### src/rtl/cd40147_priority_encoder.sv
// 10-to-4 BCD priority encoder (CD40147 style): highest active line wins, 1-cycle registered or 0-cycle combinational (OUT_REG).
// No backpressure; i is sampled every cycle. Define CD40147_ACTIVE_LOW_EN for device pin polarity (active-low i, inverted o).
module cd40147_priority_encoder #(
   parameter int OUT_REG = 1
) (
   input  logic       clk,
   input  logic       rst_n,
   input  logic [9:0] i,
   output logic [3:0] o,
   output logic       valid
);

`ifdef CD40147_ACTIVE_LOW_EN
   localparam logic [3:0] O_RST = 4'b1111;
   logic [9:0] act;
   assign act = ~i;
`else
   localparam logic [3:0] O_RST = 4'b0000;
   logic [9:0] act;
   assign act = i;
`endif

   logic [3:0] enc;
   logic [3:0] o_c;
   logic       valid_c;

   // Line 0 and no active line both encode to 0; only valid tells them apart.
   always_comb begin
      enc = 4'd0;
      if (act[9])      enc = 4'd9;
      else if (act[8]) enc = 4'd8;
      else if (act[7]) enc = 4'd7;
      else if (act[6]) enc = 4'd6;
      else if (act[5]) enc = 4'd5;
      else if (act[4]) enc = 4'd4;
      else if (act[3]) enc = 4'd3;
      else if (act[2]) enc = 4'd2;
      else if (act[1]) enc = 4'd1;
   end

`ifdef CD40147_ACTIVE_LOW_EN
   assign o_c = ~enc;
`else
   assign o_c = enc;
`endif
   assign valid_c = |act;

   generate
      if (OUT_REG != 0) begin : g_reg
         always_ff @(posedge clk or negedge rst_n) begin
            if (!rst_n) begin
               o     <= O_RST;
               valid <= 1'b0;
            end else begin
               o     <= o_c;
               valid <= valid_c;
            end
         end
      end else begin : g_comb
         assign o     = o_c;
         assign valid = valid_c;
      end
   endgenerate

endmodule

### config.mk
export PLATFORM = sky130hd
export DESIGN_NAME = cd40147_priority_encoder
export DESIGN_NICKNAME = d
export VERILOG_FILES = /design/src/rtl/cd40147_priority_encoder.sv
export SDC_FILE = /design/constraint.sdc
export NUM_CORES = 1
export LEC_CHECK = 0
export CAP_MARGIN = 25
export CORE_AREA = 8 8 45 47
export DETAILED_ROUTE_END_ITERATION = 7
export DIE_AREA = 0 0 53 55
export GPL_ROUTABILITY_DRIVEN = 1
export HOLD_SLACK_MARGIN = 0.15
export MAX_ROUTING_LAYER = met4
export PLACE_DENSITY = 0.46
export SYNTH_ARGS = -nofsm -noshare
export SYNTH_HDL_FRONTEND = slang
export SYNTH_SLANG_ARGS = --single-unit
export TNS_END_PERCENT = 5
### constraint.sdc
create_clock -name clk -period 0.8 [get_ports clk]
set_clock_uncertainty 0.15 [all_clocks]
set_input_delay 0.2 -clock clk [delete_from_list [all_inputs] [get_ports clk]]
set_output_delay 0.2 -clock clk [all_outputs]
set_load 0.1 [all_outputs]
### Word level (Yosys, flattened, before mapping)

Index checks and enable logic that the tools add are counted.

| operators by class | value |
|---|---|
| shift operators | 0 |
| reductions and logical operators | 1 |
| add/subtract/negate cells | 0 |
| order comparisons | 0 |
| bitwise operators | 0 |
| multiply operators | 0 |
| eq/ne operators | 0 |
| divide/modulo/power cells | 0 |
| multiplexer cells | 9 |

Operators by type and width:

| operator | count |
|---|---|
| 3-bit 2-to-1 mux | 4 |
| 10-bit OR reduction | 1 |
| 4-bit 2-to-1 mux | 2 |
| 2-bit 2-to-1 mux | 2 |
| 1-bit 2-to-1 mux | 1 |

| word-level totals | value |
|---|---|
| bits of input ports | 12 |
| register bits | 5 |
| output and inout port bits | 5 |
| ROM bits | 0 |
| memories kept | 0 |
| word-level logic and storage cells | 12 |
| bits in writable memories | 0 |
| latch bits | 0 |

### Logic depth before layout (Yosys ltp)

| depth | value |
|---|---|
| depth after elaboration | 9 |
| gate-level depth with buffers | 3 |
| mapped depth without buffers | 3 |

### Worst setup path before layout

No wires, ideal clock.

| path | value |
|---|---|
| kind | register to output |
| start point | register o[0] |
| end point | output o[0] |
| stages on the path, launching flop included | 1 |
| arrival time | 883 ps |
| setup slack | -433 ps |
| path through | dfrtp_1 |

RTL lines:

| what | line | source |
|---|---|---|
| start: declaration | 9 | `output logic [3:0] o,` |
| start signal: assignment | 52 | `o <= O_RST;` |
| start signal: assignment | 55 | `o <= o_c;` |

No word-level cell between the ends.

### Final worst setup path

| path | value |
|---|---|
| start point | register o[0] |
| end point | output o[0] |

No word-level cell between the ends.

==> metrics.txt <==
crit path kind=reg2out; DR iter-0 viols=2; highest-delay cell along the critical path=dfrtp_4; Crit. End Element=output pin; H-tree Lvls=1; Starting Density=0.159; Vias/cell=4.10; initial antenna violation count=0; ys async rst share=1.00; die area=slightly below 3000 um^2; CTS tree=yes; clock sink count=5; outcome=complete, but fails checks; first-pass GRT wire length=roughly 1.1 mm; Multi-input gate area=slightly above 90 um^2; Routed WL per cell=~12 um; Post-synth top cells=dfrtp_1, nor2_1, inv_1; CP Max Fanout=1; ant diodes=0; Worst EP required=between 0.4 and 0.5 ns; power share of the clock group=0.352; Routability Congestion=between 0.6 and 0.7; Gate power share=0.298; P per Cell Area=1610 nW/um^2; ratio of cells with drive above 1 in the final layout=0.628; final setup fails=8; crit-path cells=buf_12; DRT antenna net count=0; Die X-Extent=about 53 um; final hold slack=between 0.02 and 0.03 ns; port buffer count=16; crit-path leading delay family=flip-flops; core footprint=1380 um^2; WP buf/inv=1; CTS Root Cell=clkbuf_4; leading post-synthesis cells by cell area=dfrtp_1, nor2_1, a221oi_2; Switch Pwr=0.000248 W; Pleak=0.214 nW; Final Core Density=0.363; sequential-to-total area share from yosys stat=0.568; Max Fclk=0.811 GHz; crit start category=register; chip height=around 55 um; Tcrit/Tclk final=1.54; critical path's largest stage delay=0.47 ns; via count=242; cell taking the most area after synthesis=dfrtp_1; drt drc=0; Yosys top cell area share=0.568; CTS buffer count=3; # nets final=56; RSZ-0062 raised after global routing=true; GRT overflow=0; vias in the first global route=about 290; Netlist cell types=11; main flop type after synthesis=dfrtp_1; TritonRoute pass-1 iters=2; VDD IR max=slightly below 0.4 mV; Slew headroom=0.820; I/O pin count=17; Mapped Area=about 220 um^2; #FFs+latches synth=5; Sw Ratio=0.307; Avg Cell Area, Syn=between 10 and 15 um^2; num rows=14; clk buf depth=2; Pwr Total=0.000809 W; Final Critical Period=1.23 ns; Layout fillers=150; synth warn=0; failing checks=negative setup slack; Final Hold Violating Endpoints=0; register area=between 100 and 150 um^2; Synthesized Nets=32; Final Slew Violations=0; CP Data Arrival Time=0.88 ns; Gate Count Post-Synth=20; P&R area growth vs syn=128%; Max-cap violations=0; sequential share of power=0.350; Slew @ Worst Pin=about 0.27 ns; internal power=between 0.0005 and 0.0006 W; class of the worst hold path=in2async; WL final=711 um; largest net degree at the start of global routing=6; clock-pin slew on the worst setup and hold paths=0.04 ns; number of synthesized flops with an enable pin=0; final worst slack=-0.433 ns; Tot GR Track Use=0.0576
-- registers in the layout (all words and copies together) (netlist names) --
register	flops
o	4
valid	1
-- cell families (layout without fill, tap and decap cells) --
kind of cell	after synthesis	count (layout)	share of synthesized area
buffers and inverters	3	26	0.0511
and+or+nand+nor	8	8	0.193
AOI/OAI and AO/OA	4	4	0.187
DFF	5	5	0.568
-- path summary, 6_finish.rpt --
path                                 from               to  slack (ns)  depth (start not counted)
max in group asynchronous           rst_n   o[3]$_DFF_PN0_        0.26                          1
min in group clk                     i[8]   o[0]$_DFF_PN0_        0.05                          2
max                        o[0]$_DFF_PN0_             o[0]       -0.43                          1
min                                 rst_n  valid$_DFF_PN0_        0.03                          1
-- layout by cell type, fill, tap and decap left out, types with 2 or more instances in the layout --
cell type / instances
buf_12: 5
buf_4: 3
clkbuf_2: 4
clkbuf_4: 3
clkdlybuf4s50_1: 2
dfrtp_4: 5
dlygate4sd2_1: 4
inv_1: 2
nor2_1: 3
nor2_2: 2
-- repair_timing --
| action | 4_1_cts | 5_1_grt |
|---|---|---|
| gates resized for setup | 12 | 9 |
| endpoints found under the setup margin | 10 | 9 |
| pin swaps | 2 | 4 |
| hold endpoints to repair | 5 | 10 |
| buffers inserted | 0 | 0 |
-- metrics by stage --
stage                     worst slack (ns)  cells  TNS [ns]  instance area (um^2)
after floorplan                     -0.142     20    -0.865                   239
after CTS                           -0.446     59     -2.73                   514
final                               -0.433     59     -2.34                   502
after global placement              -0.643     55     -3.69                   492
after global routing                -0.454     59     -2.50                   502
after detailed placement            -0.652     55     -3.82                   492
-- power by group through the flow --
stage	Combinational (W)	Sequential [W]	Clock (W)
2_1_floorplan	0.0000268	0.000370	0
3_3_place_gp	0.000254	0.000287	0
3_5_place_dp	0.000256	0.000288	0
4_1_cts	0.000244	0.000283	0.000299
5_1_grt	0.000251	0.000284	0.000310
6_report	0.000241	0.000283	0.000285
-- cell type report --
class	count	area share
Sequential cell	5	0.287
Clock buffer	4	0.0524
Tap cell	16	0.0399
Timing Repair Buffer	19	0.414
Multi-Input combinational cell	12	0.185
Inverter	3	0.0224
-- layer usage --
layer,vias to the layer above,track usage,wire length (um)
met4,0,0.0647,17
met3,2,0.0374,100
li1,115,-,-
met2,19,0.0879,310
met1,106,0.0429,282
met5,-,-,0
Power figures use the tool's default switching activity.
==> RTL edit (same flow settings) <==
Build with the macro `CD40147_ACTIVE_LOW_EN` defined.
--- a/src/rtl/cd40147_priority_encoder.sv
+++ b/src/rtl/cd40147_priority_encoder.sv
@@ -1,5 +1,7 @@
 // 10-to-4 BCD priority encoder (CD40147 style): highest active line wins, 1-cycle registered or 0-cycle combinational (OUT_REG).
 // No backpressure; i is sampled every cycle. Define CD40147_ACTIVE_LOW_EN for device pin polarity (active-low i, inverted o).
+`define CD40147_ACTIVE_LOW_EN
+
 module cd40147_priority_encoder #(
    parameter int OUT_REG = 1
 ) (
Check against the original RTL: not equivalent (a bounded check fails within 4 cycles, from zero or initial values and one cycle with rst_n low).
==> RTL edit against the original RTL <==
The flow still finishes with violations (setup timing); cell area grew 9.5%; synthesized area shrank 6.2%; wire length shrank 6.0%; sequential cell count is the same; first-iteration DRC count shrank 100%; worst setup slack lost 140 ps; power grew 1.7%; global-route usage shrank 0.16 points; via count grew 5.4%; critical path type unchanged; non-clock buffer count grew 5.
==> RTL edit: results (changes against the original RTL) <==
[critical_path]
arrival_ps = 1020  ; +140 ps
crit_path_start = o[2]$_DFF_PN1_
critPathMaxStageDelay_ps = 610  ; +140 ps
worstSetupEndpoint = o[2]
slowest_stage = dfstp_4

[drt]
firstDrtPassIters = 1  ; -1
drt_iter0_drc = 0  ; -2
drt-total-wl_um = 668  ; -6.0%
vias = 255  ; +5.4%

[timing]
slew-limit-headroom = 0.865  ; +0.0450
finalSetupTns_ps = -2880  ; -540 ps
setup_ws_ps = -568  ; -135 ps
hold-worst-slack_ps = 25.6  ; -1.66 ps
setup_violations = 8  ; unchanged

[cts]
clock_path_buffers = 2  ; unchanged
clk_pin_slew_ps = 40  ; about the same

[logic_synthesis]
synth_top_flop_cell = dfstp_2
synthTopCellsByArea = dfstp_2 (51%), dfrtp_1 (12%), nand2_1 (7.3%), inv_1 (5.5%), nand3_1 (4.8%)
ys_seq_area_frac = 0.630  ; +0.0621
synthTopCellsByCount = dfstp_2 (4), nand2_1 (4), inv_1 (3), nand3_1 (2)

[global_route]
grt_antenna_before_repair = 0  ; unchanged
gr-usage-all-layers = 0.0560  ; -0.00163
grt_pass1_vias = 297  ; +3.8%
grt_pass1_wl_um = 1140  ; +4.4%

[placed_design]
place_congestion = 0.615  ; -8.1%
placed_area_um2 = 513  ; +4.3%
dp_slack_ps = -625  ; +27.5 ps
dp.cells = 60  ; +9.1%

[run_status]
violations = setup timing
status = finished with violations

[power]
peakVddDrop_mv = 0.499  ; +28%
power_leakage_nw = 0.244  ; +14%

[layout]
fin_nets = 61  ; +8.9%
final_cells = 64  ; +8.5%
final_layout_size_suffix_gt1_frac = 0.542  ; -0.0862

## RTL edit: final cells by class
type | count | area [µm²]
fill | 143 | 835
tap | 16 | 20.0
sequential | 5 | 146
timing repair buffer | 24 | 262
clock buffer | 4 | 26.3
inverter | 3 | 11.3
multi-input combinational | 12 | 83.8
## RTL edit: logic make-up after synthesis
logic type | after synthesis | synth area share
AO/OA/AOI/OAI | 4 | 0.139
buffers and inverters | 3 | 0.0545
flip-flops | 5 | 0.630
AND/OR/NAND/NOR | 8 | 0.176
## RTL edit: worst min-delay path by stage
stage	depth (start not counted)	startpoint	to
CTS	1	rst_n	valid$_DFF_PN0_
global placement	1	rst_n	valid$_DFF_PN0_
floorplan	0	rst_n	valid$_DFF_PN0_
global route	1	rst_n	valid$_DFF_PN0_
finish	1	rst_n	valid$_DFF_PN0_
detailed placement	1	rst_n	valid$_DFF_PN0_
## RTL edit: timing repair
action                                  in CTS  in global routing
cloned                                       0                  0
pin swaps                                    4                  1
endpoints found under the setup margin      10                  8
hold endpoints to repair                     1                  1
gates resized for setup                     13                  1
## RTL edit: metal layers
metal	part of all wire	wire, µm	GRT usage	vias to the layer above
met2	0.49	330	0.0859	17
met3	0.13	90	0.0267	0
met1	0.37	247	0.0554	112
li1	-	-	-	126
met4	0	0	0.0388	0
met5	0	0	-	-
## RTL edit: report_power, final
group          internal [mW]  total [mW]  switching [mW]
sequential             0.282       0.291         0.00959
clock                  0.188       0.278          0.0903
combinational          0.115       0.254           0.138
